File: src/rtl/toggle_bank_arbiter_pkg.sv
// Shared types for the toggle bank arbiter: FSM state encoding and helpers.
package toggle_bank_arbiter_pkg;

    typedef enum logic [1:0] {
        ST_IDLE  = 2'd0,
        ST_GRANT = 2'd1,
        ST_APPLY = 2'd2
    } state_t;

    // Index width needed to address n requesters (at least one bit).
    function automatic int idx_width(input int n);
        return (n > 1) ? $clog2(n) : 1;
    endfunction

endpackage

File: src/rtl/toggle_bank_arbiter_rr_pick.sv
// Round-robin picker: first set req bit searching upward from ptr, wrapping modulo NREQ.
module toggle_bank_arbiter_rr_pick
    import toggle_bank_arbiter_pkg::*;
#(
    parameter int NREQ = 4,
    parameter int PTRW = idx_width(NREQ)
) (
    input  logic [NREQ-1:0] req,
    input  logic [PTRW-1:0] ptr,
    output logic [PTRW-1:0] winner,
    output logic            valid
);

    logic [PTRW-1:0] cand [NREQ];

    // cand[k] is the requester index k positions above ptr, wrapped into range.
    for (genvar gi = 0; gi < NREQ; gi++) begin : g_cand
        logic [PTRW:0] sum;
        assign sum = {1'b0, ptr} + (PTRW+1)'(gi);
        assign cand[gi] = (sum >= (PTRW+1)'(NREQ)) ? PTRW'(sum - (PTRW+1)'(NREQ))
                                                   : PTRW'(sum);
    end

    // Scan from the far end so the closest candidate to ptr overwrites last.
    always_comb begin
        winner = '0;
        valid  = 1'b0;
        for (int k = NREQ - 1; k >= 0; k--) begin
            if (req[cand[k]]) begin
                winner = cand[k];
                valid  = 1'b1;
            end
        end
    end

endmodule

File: src/rtl/toggle_bank_arbiter.sv
// Round-robin arbiter sharing one T flip-flop bank between NREQ requesters;
// each grant is followed one edge later by q <= q ^ mask of the winner.
module toggle_bank_arbiter
    import toggle_bank_arbiter_pkg::*;
#(
    parameter int NREQ  = 4,
    parameter int WIDTH = 8,
    parameter int CNTW  = 16
) (
    input  logic                  clk,
    input  logic                  rst,
    input  logic                  en,
    input  logic [NREQ-1:0]       req,
    input  logic [NREQ*WIDTH-1:0] mask,
    output logic [NREQ-1:0]       gnt,
    output logic                  busy,
    output logic [WIDTH-1:0]      q,
    output logic [CNTW-1:0]       toggle_cnt
);

    localparam int PTRW = idx_width(NREQ);

    state_t           state_reg, state_next;
    logic [NREQ-1:0]  gnt_reg, gnt_next;
    logic [PTRW-1:0]  ptr_reg, ptr_next;
    logic [WIDTH-1:0] mask_r_reg, mask_r_next;
    logic [WIDTH-1:0] q_reg, q_next;
    logic [CNTW-1:0]  cnt_reg, cnt_next;

    logic [PTRW-1:0]  pick_winner;
    logic             pick_valid;
    logic [WIDTH-1:0] mask_arr [NREQ];

    for (genvar gi = 0; gi < NREQ; gi++) begin : g_mask
        assign mask_arr[gi] = mask[gi*WIDTH +: WIDTH];
    end

    toggle_bank_arbiter_rr_pick #(
        .NREQ (NREQ),
        .PTRW (PTRW)
    ) u_pick (
        .req    (req),
        .ptr    (ptr_reg),
        .winner (pick_winner),
        .valid  (pick_valid)
    );

    always_ff @(posedge clk or posedge rst) begin
        if (rst) begin
            state_reg  <= ST_IDLE;
            gnt_reg    <= '0;
            ptr_reg    <= '0;
            mask_r_reg <= '0;
            q_reg      <= '0;
            cnt_reg    <= '0;
        end else begin
            state_reg  <= state_next;
            gnt_reg    <= gnt_next;
            ptr_reg    <= ptr_next;
            mask_r_reg <= mask_r_next;
            q_reg      <= q_next;
            cnt_reg    <= cnt_next;
        end
    end

    always_comb begin
        state_next  = state_reg;
        gnt_next    = '0;
        ptr_next    = ptr_reg;
        mask_r_next = mask_r_reg;
        q_next      = q_reg;
        cnt_next    = cnt_reg;

        case (state_reg)
            ST_IDLE, ST_APPLY: begin
                if (en && pick_valid) begin
                    state_next               = ST_GRANT;
                    gnt_next[pick_winner]    = 1'b1;
                    mask_r_next              = mask_arr[pick_winner];
                    ptr_next                 = (pick_winner == PTRW'(NREQ - 1))
                                               ? '0 : pick_winner + PTRW'(1);
                end else begin
                    state_next = ST_IDLE;
                end
            end
            ST_GRANT: begin
                // The captured mask is applied regardless of en or req now.
                state_next = ST_APPLY;
                q_next     = q_reg ^ mask_r_reg;
                cnt_next   = cnt_reg + CNTW'(1);
            end
            default: begin
                state_next = ST_IDLE;
            end
        endcase
    end

    assign gnt        = gnt_reg;
    assign busy       = (state_reg != ST_IDLE);
    assign q          = q_reg;
    assign toggle_cnt = cnt_reg;

endmodule

File: config.mk
export PLATFORM = sky130hd
export DESIGN_NAME = toggle_bank_arbiter
export DESIGN_NICKNAME = d
export VERILOG_FILES = /design/src/rtl/toggle_bank_arbiter_pkg.sv /design/src/rtl/toggle_bank_arbiter_rr_pick.sv /design/src/rtl/toggle_bank_arbiter.sv
export SDC_FILE = /design/constraint.sdc
export NUM_CORES = 1
export LEC_CHECK = 0
export BUFFER_PORTS_ARGS = -buffer_cell sky130_fd_sc_hd__buf_2
export CELL_PAD_IN_SITES_DETAIL_PLACEMENT = 0
export CELL_PAD_IN_SITES_GLOBAL_PLACEMENT = 1
export CORE_AREA = 2 2 82 84
export DETAILED_ROUTE_END_ITERATION = 16
export DIE_AREA = 0 0 84 86
export PLACE_DENSITY_LB_ADDON = 0.1
export RECOVER_POWER = 50
export SLEW_MARGIN = 20
export SYNTH_ARGS = -nofsm -noshare
export SYNTH_HDL_FRONTEND = slang
export SYNTH_SLANG_ARGS = --single-unit
File: constraint.sdc
create_clock -name clk -period 3.8 [get_ports clk]
set_clock_uncertainty 0.15 [all_clocks]
set_input_delay 0.57 -clock clk [delete_from_list [all_inputs] [get_ports clk]]
set_output_delay 0.57 -clock clk [all_outputs]
set_load 0.1 [all_outputs]
* Word level (Yosys, flattened, before mapping)
Cells that the tools add are included.
** Storage, ports and cells
- RAM bits :: 0
- ROM bits :: 0
- Output and inout bits :: 29
- Input bits :: 39
- Bits in registers :: 40
- Memories kept :: 0
- Logic and storage cells :: 67
- Bits in latches :: 0
** Cells by class
- Div/mod/pow operators :: 0
- Reduce and logical (&&, ||, !) cells :: 6
- Shift operators :: 0
- $mul :: 0
- $add $sub $neg :: 9
- Multiplexer cells :: 30
- Equality and inequality tests :: 3
- Bitwise logic cells :: 2
- $lt $le $gt $ge :: 11
** Operators by type and width (number)
- 2-to-1 mux 2 bit :: 9
- adder 16 x 1 -> 16 bit, second input constant :: 1
- binary-select mux 8 bit (select 2 bit) :: 1
- 2-to-1 mux 8 bit :: 2
- less-than comparator 2 x 3 -> 1 bit, second input constant :: 5
- greater-or-equal comparator 3 bit, second input constant :: 4
- 2-to-1 mux 1 bit :: 10
- binary-select mux 1 bit (select 2 bit) :: 4
- 2-to-1 mux 4 bit :: 2
- subtractor 2 x 1 -> 2 bit, second input constant :: 4
- XOR 8 bit :: 1
- adder 2 x 2 -> 3 bit, second input constant :: 2
- equality test 2 bit, second input constant :: 2
- case mux 2 bit (2 select lines) :: 1
- adder 2 x 1 -> 3 bit, second input constant :: 1
- greater-or-equal comparator 2 x 3 -> 1 bit, second input constant :: 1
- NOT 2 -> 3 bit :: 1
- adder 2 x 1 -> 2 bit, second input constant :: 1
- demux 1 bit (select 2 bit) :: 1
- equality test 2 x 1 -> 1 bit, second input constant :: 1
- greater-or-equal comparator 2 x 1 -> 1 bit, second input constant :: 1
- logical AND 1 bit :: 2
- zero test 2 bit :: 1
- AND reduction 2 bit :: 1
- other kinds (2) :: 2

* Depth between registers and ports, before layout
Gate-level depths: netlist of run 1.
- Depth in word-level cells :: 15
- Mapped depth :: 9
- Mapped depth without buffers :: 7

* By module
Synthesis of run 1 repeated with hierarchy kept, for this count alone.
** Unflattened totals
- Cell total of the unflattened synthesis :: 166
- Area total of the unflattened synthesis :: 1913.1 um^2
** By module, submodules not included
- toggle_bank_arbiter :: sequential area each 1001.0 um^2, area each 1835.5 um^2, times used 1, cells an instance 153
- toggle_bank_arbiter_rr_pick :: sequential area each 0.0 um^2, area each 77.6 um^2, times used 1, cells an instance 13

* Least setup slack after synthesis of run 1
No wires, ideal clock.
- Path kind :: reg2reg
- Start point :: reg cnt_reg[0], in the netlist toggle_cnt[0]
- End point :: reg cnt_reg[10], in the netlist toggle_cnt[10]
- Data required time :: 3.491 ns
- Data arrival time :: 1.910 ns
- Slack :: 1.582 ns
- Stages on the path, launching flop included :: 6
- Clock period less this slack :: 2.218 ns
- Library setup time :: 0.159 ns
- Buffers on the path :: 0
- Cell sequence :: dfrtp_1 ha_1 and4_1 and2b_1 nand3_1 xnor2_1
** Between the ends
- Word-level cells in the longest chain between the ends :: 1
** Ends and longest elaborated chain
- from (decl) :: line toggle_bank_arbiter.sv:28 : logic [CNTW-1:0] cnt_reg, cnt_next;
- from (signal assigned) :: line toggle_bank_arbiter.sv:62 : cnt_reg <= cnt_next;
- adder 16 x 1 -> 16 bit :: line toggle_bank_arbiter.sv:90 : cnt_next = cnt_reg + CNTW'(1);
Every way passes these cells.
A chain may end at the register's enable or synchronous reset.

==> results of run 1 <==
## critical path, cell delays in order
cell and delay [ns]:
buf_2 0.10, clkinv_1 0.03, clkbuf_1 1.54
## per-layer routing
metal  routed length (um)  global-route usage  vias up
met5                    0                   0        -
met4                   68             0.04839        0
met3                  221             0.03850        6
met2                 1994              0.1964       38
met1                 1983              0.1641      657
li1                     -                   -      697
## how the worst max path moves through the flow
stage,end,depth (start not counted)
finish,toggle_cnt[5],3
global route,gnt[1],3
CTS,ptr_reg[1],7
detailed placement,ptr_reg[1],8
global placement,ptr_reg[1],8
floorplan,toggle_cnt[10],5
## metrics by stage
stage	setup slack, ns	std cells	util
after global placement	1.209	304	0.3600
after floorplan	1.582	163	-
final	1.354	312	0.3725
after detailed placement	1.193	304	0.3600
after global routing	0.7649	312	0.3725
after CTS	1.411	312	0.3743
## cell usage in the layout (no fill, tap or decap)
cell type / synthesis / layout
a21oi_1: 3 / 3
and2b_1: 1 / 1
nand2b_1: 3 / 3
o21ai_0: 1 / 1
clkbuf_1: 2 / 4
ha_1: 2 / 2
o32a_2: 1 / 1
and4_1: 2 / 2
nand3b_1: 0 / 1
and3_1: 3 / 3
mux2i_1: 16 / 16
o221ai_1: 8 / 8
nand4_1: 3 / 3
dfrtp_1: 40 / 40
mux2_2: 1 / 1
nor2b_1: 1 / 1
a211o_1: 1 / 1
nand2_1: 28 / 28
xnor2_1: 20 / 20
a21o_1: 1 / 1
buf_2: 1 / 67
clkinv_1: 0 / 1
nor2b_4: 1 / 1
clkbuf_8: 0 / 6
and2_1: 1 / 1
inv_1: 5 / 4
nor2_1: 6 / 6
nand3_1: 5 / 5
or2_2: 1 / 1
xor2_1: 3 / 3
## logic make-up after synthesis
logic type,synth area share
xor+xnor,0.1085
flops,0.5391
simple gates,0.1496
compound gates,0.06334
buf+inv,0.03369
fa+ha+maj,0.01347
mux,0.09232
## power by group
part	internal (W)	switching, W
Sequential	0.000554	0.000103
Combinational	0.000220	0.000774
Clock	0.000148	0.000146
## layout make-up
class,count,area share
Sequential cell,40,0.4280
Multi-Input combinational cell,113,0.3376
Timing Repair Buffer,69,0.1466
Tap cell,77,0.04120
Clock buffer,8,0.03852
Inverter,5,0.008026
==> impl_results.md, run 1 <==
* Max Freq at 408.9 MHz
* All-layer global routing usage at 0.1256
* Clk sinks at 40
* Synth cell count leaders: 40 x dfrtp_1, 28 x nand2_1, 20 x xnor2_1
* Leakage at 1.215 nW
* CTS Buf Count at 5
* Starting density of the core at 0.2958
* Number of flip-flops in the largest register at 16
* WHS Path Cells at 1
* Area leader, netlist: dfrtp_1
* Most common cell in the netlist: dfrtp_1
* Die width at 84 um
* First-pass GRT wire length at 6982 um
* Port Buf Inserts at 67
* Peak VDD IR at 0.0004949 V
* Endpoints failing setup at 0
* Hold Buf Count CTS at 0
* Site Rows at 29
* Area contributors post-synth: dfrtp_1 54%, xnor2_1 9.4%, mux2i_1 8.6%
* Synth Instances at 163
* Via/cell ratio at 4.481
* Post-Layout Inst Area at 0.002338 mm^2
* Clock Latency Late Sink at 0.29 ns
* Layout area overhead at 25.94%
* Multi-input logic area at 789.5 um^2
* CP endpoint kind: async pin
* Dpl cell area at 0.002260 mm^2
* R2R setup slack at 1.44 ns
* Post-synth top flop: dfrtp_1
* HP Start: q[0]
* Number of global-route vias before repair at 1,421
* Die H at 86 um
* # fillers at 667
* Failing checks: capacitance limit, slew limit
* Post-synth ARST share at 1.000
* Avg WL per Cell at 13.67 um
* Cell depth of the worst flop-to-flop path at 7
* Slew HR at -0.4530
* Flops & latches, synth at 40
* Synth warn at 0
* HPWL Detailed at 3130 um
* Measured slew at the worst slew-check pin at 2.179 ns
* Fin crit period at 2.446 ns
* Core area at 0.006277 mm^2
* Clock tree buffer depth at 2
* CTS tree: yes
* Total grt overflow at 0
* Antenna Nets Post-Route at 0
* CTS Root Cell: clkbuf_8
* Tot Pwr at 0.001945 W
* Power per cell area at 831.9 mW/mm^2
* Antenna cells at 0
* Final hold slack at 0.3183 ns
* Worst Setup SP: rst
* Worst R2R Start: ptr_reg[0]
* WS Path Type: in2async
* Crit-path max FO at 40
* FF+latch area at 0.001001 mm^2
* Largest net degree at the start of global routing at 41
* Worst setup SP type: input port
* Nets at 275
* Total wire length at 4266 um
* Mean Syn Cell Area at 11.39 um^2
* Worst r2r dst: ptr_reg[1]
* Initial DRC count at 35
* IO Pins at 68
* Period utilization at 0.6436
* H-tree lvl count at 2
* Synthesized area at 0.001857 mm^2
* Req. time, crit path at 3.61 ns
* Hold EP: q[0]
* Initial antenna violation count at 0
* Gpl congestion at 0.6649
* Max Cap Viol at 1
* Number of synthesized flops with an enable pin at 0
* Synth top area share at 0.5391
* Final hold violation count at 0
* Post-CTS setup repair buffer count at 0
* # resized after CTS at 0
* Reg clk slew, reported paths at 0.08 ns
* Slew Limit Fails at 41
* Syn nets at 204
* Sequential area share after synthesis at 0.5391
* Remaining DRCs at 0
* RSZ-0062 raised after global routing: no
* Crit path DAT at 2.26 ns
* Die ar. at 0.007224 mm^2
* Share of layout cells above drive strength 1 at 0.3277
* Via count at 1,398
* Tightest Hold Check Type: reg2reg
* TNS Setup at 0 ns
* Pre-antenna DRT Iters at 4
* Status: complete, but fails checks
* Distinct cells, synth at 30
No activity file was read; power rests on OpenSTA's default activity.
==> run 2, diff against run 1 <==
--- a/config.mk
+++ b/config.mk
@@ -5,12 +5,13 @@
 export SDC_FILE = /design/constraint.sdc
 export NUM_CORES = 1
 export LEC_CHECK = 0
+export ABC_AREA = 1
 export BUFFER_PORTS_ARGS = -buffer_cell sky130_fd_sc_hd__buf_2
 export CELL_PAD_IN_SITES_DETAIL_PLACEMENT = 0
 export CELL_PAD_IN_SITES_GLOBAL_PLACEMENT = 1
-export CORE_AREA = 2 2 82 84
+export CORE_AREA = 2 2 93 95
 export DETAILED_ROUTE_END_ITERATION = 16
-export DIE_AREA = 0 0 84 86
+export DIE_AREA = 0 0 95 97
 export PLACE_DENSITY_LB_ADDON = 0.1
 export RECOVER_POWER = 50
 export SLEW_MARGIN = 20
==> constraint.sdc (replaced) <==
create_clock -name clk -period 2.35 [get_ports clk]
set_clock_uncertainty 0.15 [all_clocks]
set_input_delay 0.3525 -clock clk [delete_from_list [all_inputs] [get_ports clk]]
set_output_delay 0.3525 -clock clk [all_outputs]
set_load 0.1 [all_outputs]
==> impl_results.md, run 2 <==
* Status: finished clean
* Period utilization at 0.8998
* RSZ-0062 raised after global routing: no
* Avg WL per Cell at 10.98 um
* Clk sinks at 40
* Sequential area share after synthesis at 0.4143
* R2R setup slack at 0.24 ns
* Synth warn at 0
* Post-synth top flop: dfrtp_1
* Compound-Gate Fraction of Synth Area at 0.01968
* Via count at 2,035
* Post-CTS setup repair buffer count at 0
* Fin crit period at 2.115 ns
* Number of global-route vias before repair at 1,943
* Number of synthesized flops with an enable pin at 0
* Post-route setup slack at 0.2355 ns
* TNS Setup at 0 ns
* Largest net degree at the start of global routing at 41
* Post-synth ARST share at 1.000
* WS Path Type: reg2reg
* Pre-antenna DRT Iters at 4
* Antenna cells at 0
* Worst setup SP type: flip-flop
* DP Worst Slack at -0.02609 ns
* Initial DRC count at 130
* Distinct cells, synth at 32
* Area contributors post-synth: dfrtp_1 41%, nand2_1 12%, inv_1 8.2%
* Layout area overhead at 21.75%
* Synthesized area at 0.002416 mm^2
* Tightest Hold Check Type: in2async
* Number of flip-flops in the largest register at 16
* Post-synthesis simple-gate area fraction at 0.3501
* Gpl congestion at 0.7352
* CTS Root Cell: clkbuf_8
* Crit-path max FO at 5
* Synth top area share at 0.4143
* Req. time, crit path at 2.38 ns
* Measured slew at the worst slew-check pin at 0.9891 ns
* Worst Setup SP: state_reg[0]
* Mux cell area share after synthesis at 0
* CP endpoint kind: flip-flop
* Final hold violation count at 0
* Leakage at 1.689 nW
* Antenna Nets Post-Route at 0
* CTS Buf Count at 5
* Share of layout cells above drive strength 1 at 0.3369
* Clock Latency Late Sink at 0.29 ns
* Clock tree buffer depth at 2
* Max Freq at 472.9 MHz
* Post-synthesis xor/xnor area fraction at 0.07975
* Site Rows at 33
* Die ar. at 0.009215 mm^2
* Die width at 95 um
* Endpoints failing setup at 0
* Leading cell type in the layout, fill and taps excluded: nand2_1
* Die H at 97 um
* HPWL Detailed at 4104 um
* Reg clk slew, reported paths at 0.08 ns
* Cell depth of the worst flop-to-flop path at 7
* CTS tree: yes
* Core Util, Final at 0.3616
* Power per cell area at 1592 mW/mm^2
* Commonest non-fill, non-tap cells in the layout: 77 x nand2_1, 67 x buf_2, 53 x inv_1
* Nets at 417
* Synth cell count leaders: 77 x nand2_1, 53 x inv_1, 40 x dfrtp_1
* Starting density of the core at 0.2970
* Worst R2R Start: state_reg[0]
* Slew HR at 0.3406
* Syn nets at 344
* First-pass GRT wire length at 8894 um
* Crit path DAT at 2.14 ns
* Slew Limit Fails at 0
* Worst r2r dst: toggle_cnt[15]
* Area leader, netlist: dfrtp_1
* Flops & latches, synth at 40
* Most common cell in the netlist: nand2_1
* Core area at 0.008134 mm^2
* Synth Area in Adders at 0.01036
* Peak VDD IR at 0.0009678 V
* Remaining DRCs at 0
* Synth Instances at 303
* Total grt overflow at 0
* Total wire length at 5294 um
* All-layer global routing usage at 0.1194
* Initial antenna violation count at 0
* IO Pins at 68
* Mean Syn Cell Area at 7.974 um^2
* Max Cap Viol at 0
* H-tree lvl count at 2
* Via/cell ratio at 4.222
* Largest family of logic cells by synthesized area: simple AND/OR/NAND/NOR gates
* Port Buf Inserts at 67
==> run 2: changes by cell type in the layout (fill, tap and decap cells not counted), moves of 7 or more <==
cell	change
mux2i_1	-16
inv_1	+49
xor2_1	+7
nand2_2	+23
nand2_1	+49
o221ai_1	-8
xnor2_1	-8
nand3_1	+34
==> run 2: where the power goes <==
group | switching (W) | internal, W | leakage (nW)
combinational | 0.00229 | 0.000794 | 1.13
clock | 0.000235 | 0.000234 | 0.0510
sequential | 0.000199 | 0.000928 | 0.511
==> run 2: per-stage QoR <==
stage | cells | hold WS [ns] | power, W | instance area (um^2)
after floorplan | 303 | 0.2992 | 0.003798 | 2417
after CTS | 482 | 0.04300 | 0.004756 | 2944
after global routing | 482 | 0.2322 | 0.005077 | 2942
after detailed placement | 474 | 0.3125 | 0.004265 | 2850
after global placement | 474 | 0.3057 | 0.004259 | 2850
final | 482 | 0.2073 | 0.004684 | 2942
==> run 2: cells by family after synthesis <==
logic type / after synthesis
compound gates: 6
xor+xnor: 22
fa+ha+maj: 2
buf+inv: 65
flops: 40
simple gates: 168
==> run 2: worst max-delay path by stage <==
stage          slack, ns        endpoint  cells after the start
2_1_floorplan      0.008  toggle_cnt[12]                      8
3_3_place_gp        0.04   mask_r_reg[1]                      9
3_5_place_dp       -0.03   mask_r_reg[1]                      9
4_1_cts             0.09   mask_r_reg[1]                      9
5_1_grt             0.06  toggle_cnt[15]                      7
6_report            0.24  toggle_cnt[15]                      7
==> run 2: repair_timing <==
action,4_1_cts,5_1_grt
gates resized for setup,1,2
hold buffers,0,0
endpoints found under the hold margin,0,0
setup endpoints to repair,9,10
gates cloned,0,0
==> run 2: cell type report <==
class                      count  area, um^2
clock buffer                   6       82.58
tap                          105       131.4
fill                         886        5192
timing repair buffer          73       374.1
multi-input combinational    198        1114
sequential                    40        1003
clock inverter                 2       10.01
inverter                      58       226.5
==> run 2: critical path: stages (launching register included) <==
cell and delay [ns]:
dfrtp_1 0.45, inv_2 0.04, nor2_1 0.26, inv_1 0.10, nor2_1 0.20, nor4b_1 0.49
nand3_1 0.17, xnor2_1 0.16
==> run 2: routing by layer <==
metal	up-vias	share of wire	wire, um	track usage
met1	916	0.50	2671	0.1733
li1	1058	-	-	-
met5	-	0	0	0
met4	0	0.015	80	0.04348
met2	55	0.43	2291	0.1746
met3	6	0.047	250	0.02336
==> run 3, diff against run 2 <==
==> constraint.sdc (replaced) <==
create_clock -name clk -period 2.65 [get_ports clk]
set_clock_uncertainty 0.15 [all_clocks]
set_input_delay 0.3975 -clock clk [delete_from_list [all_inputs] [get_ports clk]]
set_output_delay 0.3975 -clock clk [all_outputs]
set_load 0.1 [all_outputs]
==> impl_results.md, run 3 (same netlist as run 2, synthesis figures left out) <==
* Fin crit period at 2.279 ns
* Slew Limit Fails at 0
* Slew HR at 0.3370
* Largest net degree at the start of global routing at 41
* RSZ-0062 raised after global routing: no
* # resized after CTS at 0
* Power per cell area at 1412 mW/mm^2
* Number of flip-flops in the largest register at 16
* WS Path Type: reg2reg
* Site Rows at 33
* Req. time, crit path at 2.68 ns
* CTS tree: yes
* Post-Layout Inst Area at 0.002909 mm^2
* Crit path buf inv count at 2
* Initial antenna violation count at 0
* Total wire length at 5385 um
* Total grt overflow at 0
* CTS Buf Count at 5
* Final hold violation count at 0
* Post-CTS setup repair buffer count at 0
* Antenna cells at 0
* Via count at 1,976
* Most frequent CP cell: nand2_1
* Via/cell ratio at 4.125
* CP endpoint kind: flip-flop
* Clock Latency Late Sink at 0.29 ns
* Slowest cell on crit path: dfrtp_1
* Share of layout cells above drive strength 1 at 0.3209
* Max Cap Viol at 0
* Crit-path max cell delay at 0.44 ns
* Hold Buf Count CTS at 0
* Core Util, Final at 0.3576
* Commonest non-fill, non-tap cells in the layout: 77 x nand2_1, 67 x buf_2, 53 x inv_1
* Antenna Nets Post-Route at 0
* Port Buf Inserts at 67
* Layout area overhead at 20.40%
* Endpoints failing setup at 0
* Leakage at 1.672 nW
* Pre-antenna DRT Iters at 4
* Core area at 0.008134 mm^2
* Avg WL per Cell at 11.24 um
* Clock tree buffer depth at 2
* Max Freq at 438.7 MHz
* IO Pins at 68
* Crit path DAT at 2.31 ns
* Tightest Hold Check Type: in2async
* CP Cell Sequence: inv_1, nand2_1, nand2_2, nand2_4, nand2_4, o31ai_2, nor2_2, clkinv_1, nand2_1, nand2_1
* CTS Root Cell: clkbuf_8
* Measured slew at the worst slew-check pin at 0.9945 ns
* Die width at 95 um
* Crit-path max FO at 14
* Gpl congestion at 0.7410
* Die H at 97 um
* H-tree lvl count at 2
* Critical path's top delay family: simple AND/OR/NAND/NOR gates
* Clk sinks at 40
* Status: finished clean
* Starting density of the core at 0.2970
* Leading cell type in the layout, fill and taps excluded: nand2_1
* Initial DRC count at 61
* Peak VDD IR at 0.0003976 V
* Dpl cell area at 0.002826 mm^2
* Nets at 414
* Number of global-route vias before repair at 1,854
* Die ar. at 0.009215 mm^2
* All-layer global routing usage at 0.1231
* Reg clk slew, reported paths at 0.08 ns
* First-pass GRT wire length at 8997 um
* TNS Setup at 0 ns
* Period utilization at 0.8601
* Remaining DRCs at 0
* HPWL Detailed at 4038 um
* Final hold slack at 0.2505 ns
* Worst setup SP type: flip-flop
==> run 3: cell count changes in the layout (fill, tap and decap cells not counted) <==
| cell | delta |
|---|---|
| nor2_1 | +1 |
| dfrtp_2 | -1 |
| clkinv_2 | -1 |
| dfrtp_1 | +1 |
| inv_2 | -1 |
| clkinv_1 | +2 |
| nor2_4 | -1 |
| buf_4 | -3 |
==> run 3: stage by stage <==
stage	setup WS, ns	std cells	total power, W
global route	0.05071	479	0.004457
CTS	0.1852	479	0.004191
global placement	0.2498	471	0.003761
floorplan	0.2697	303	0.003368
detailed placement	0.2015	471	0.003753
finish	0.3706	479	0.004108
==> run 3: cell type report <==
cell class / instances / area, um^2
tap: 105 / 131.4
timing repair buffer: 70 / 351.6
clock inverter: 2 / 10.01
multi-input combinational: 198 / 1106
sequential: 40 / 1002
fill: 895 / 5225
inverter: 58 / 225.2
clock buffer: 6 / 82.58
==> run 3: worst min-delay path, delay by kind of cell <==
kind / cells / cell delay [ns]
buffers and inverters: 3 / 0.87
==> run 3: path summary, 6_finish.rpt <==
| kind | cells past startpoint | slack (ns) | to | from |
|---|---|---|---|---|
| max | 10 | 0.37 | mask_r_reg[3] | ptr_reg[1] |
| min | 3 | 0.25 | q[5] | rst |
| max reg2reg | 10 | 0.37 | mask_r_reg[3] | ptr_reg[1] |
| min reg2reg | 1 | 0.32 | q[1] | q[1] |
| max in group asynchronous | 3 | 1.41 | ptr_reg[0] | rst |
| min in group clk | 3 | 0.29 | state_reg[0] | en |
==> run 3: routing by layer <==
metal,up-vias,part of all wire,track usage
met5,-,0,0
met4,0,0.015,0.04348
met3,6,0.041,0.02648
met2,46,0.43,0.1729
met1,870,0.52,0.1842
li1,1054,-,-
==> run 3: where the power goes <==
group / switching (W) / internal, W / total [W] / leakage, nW
Sequential: 0.000184 / 0.000823 / 0.00101 / 0.513
Clock: 0.000211 / 0.000208 / 0.000419 / 0.0510
Combinational: 0.00202 / 0.000663 / 0.00268 / 1.11
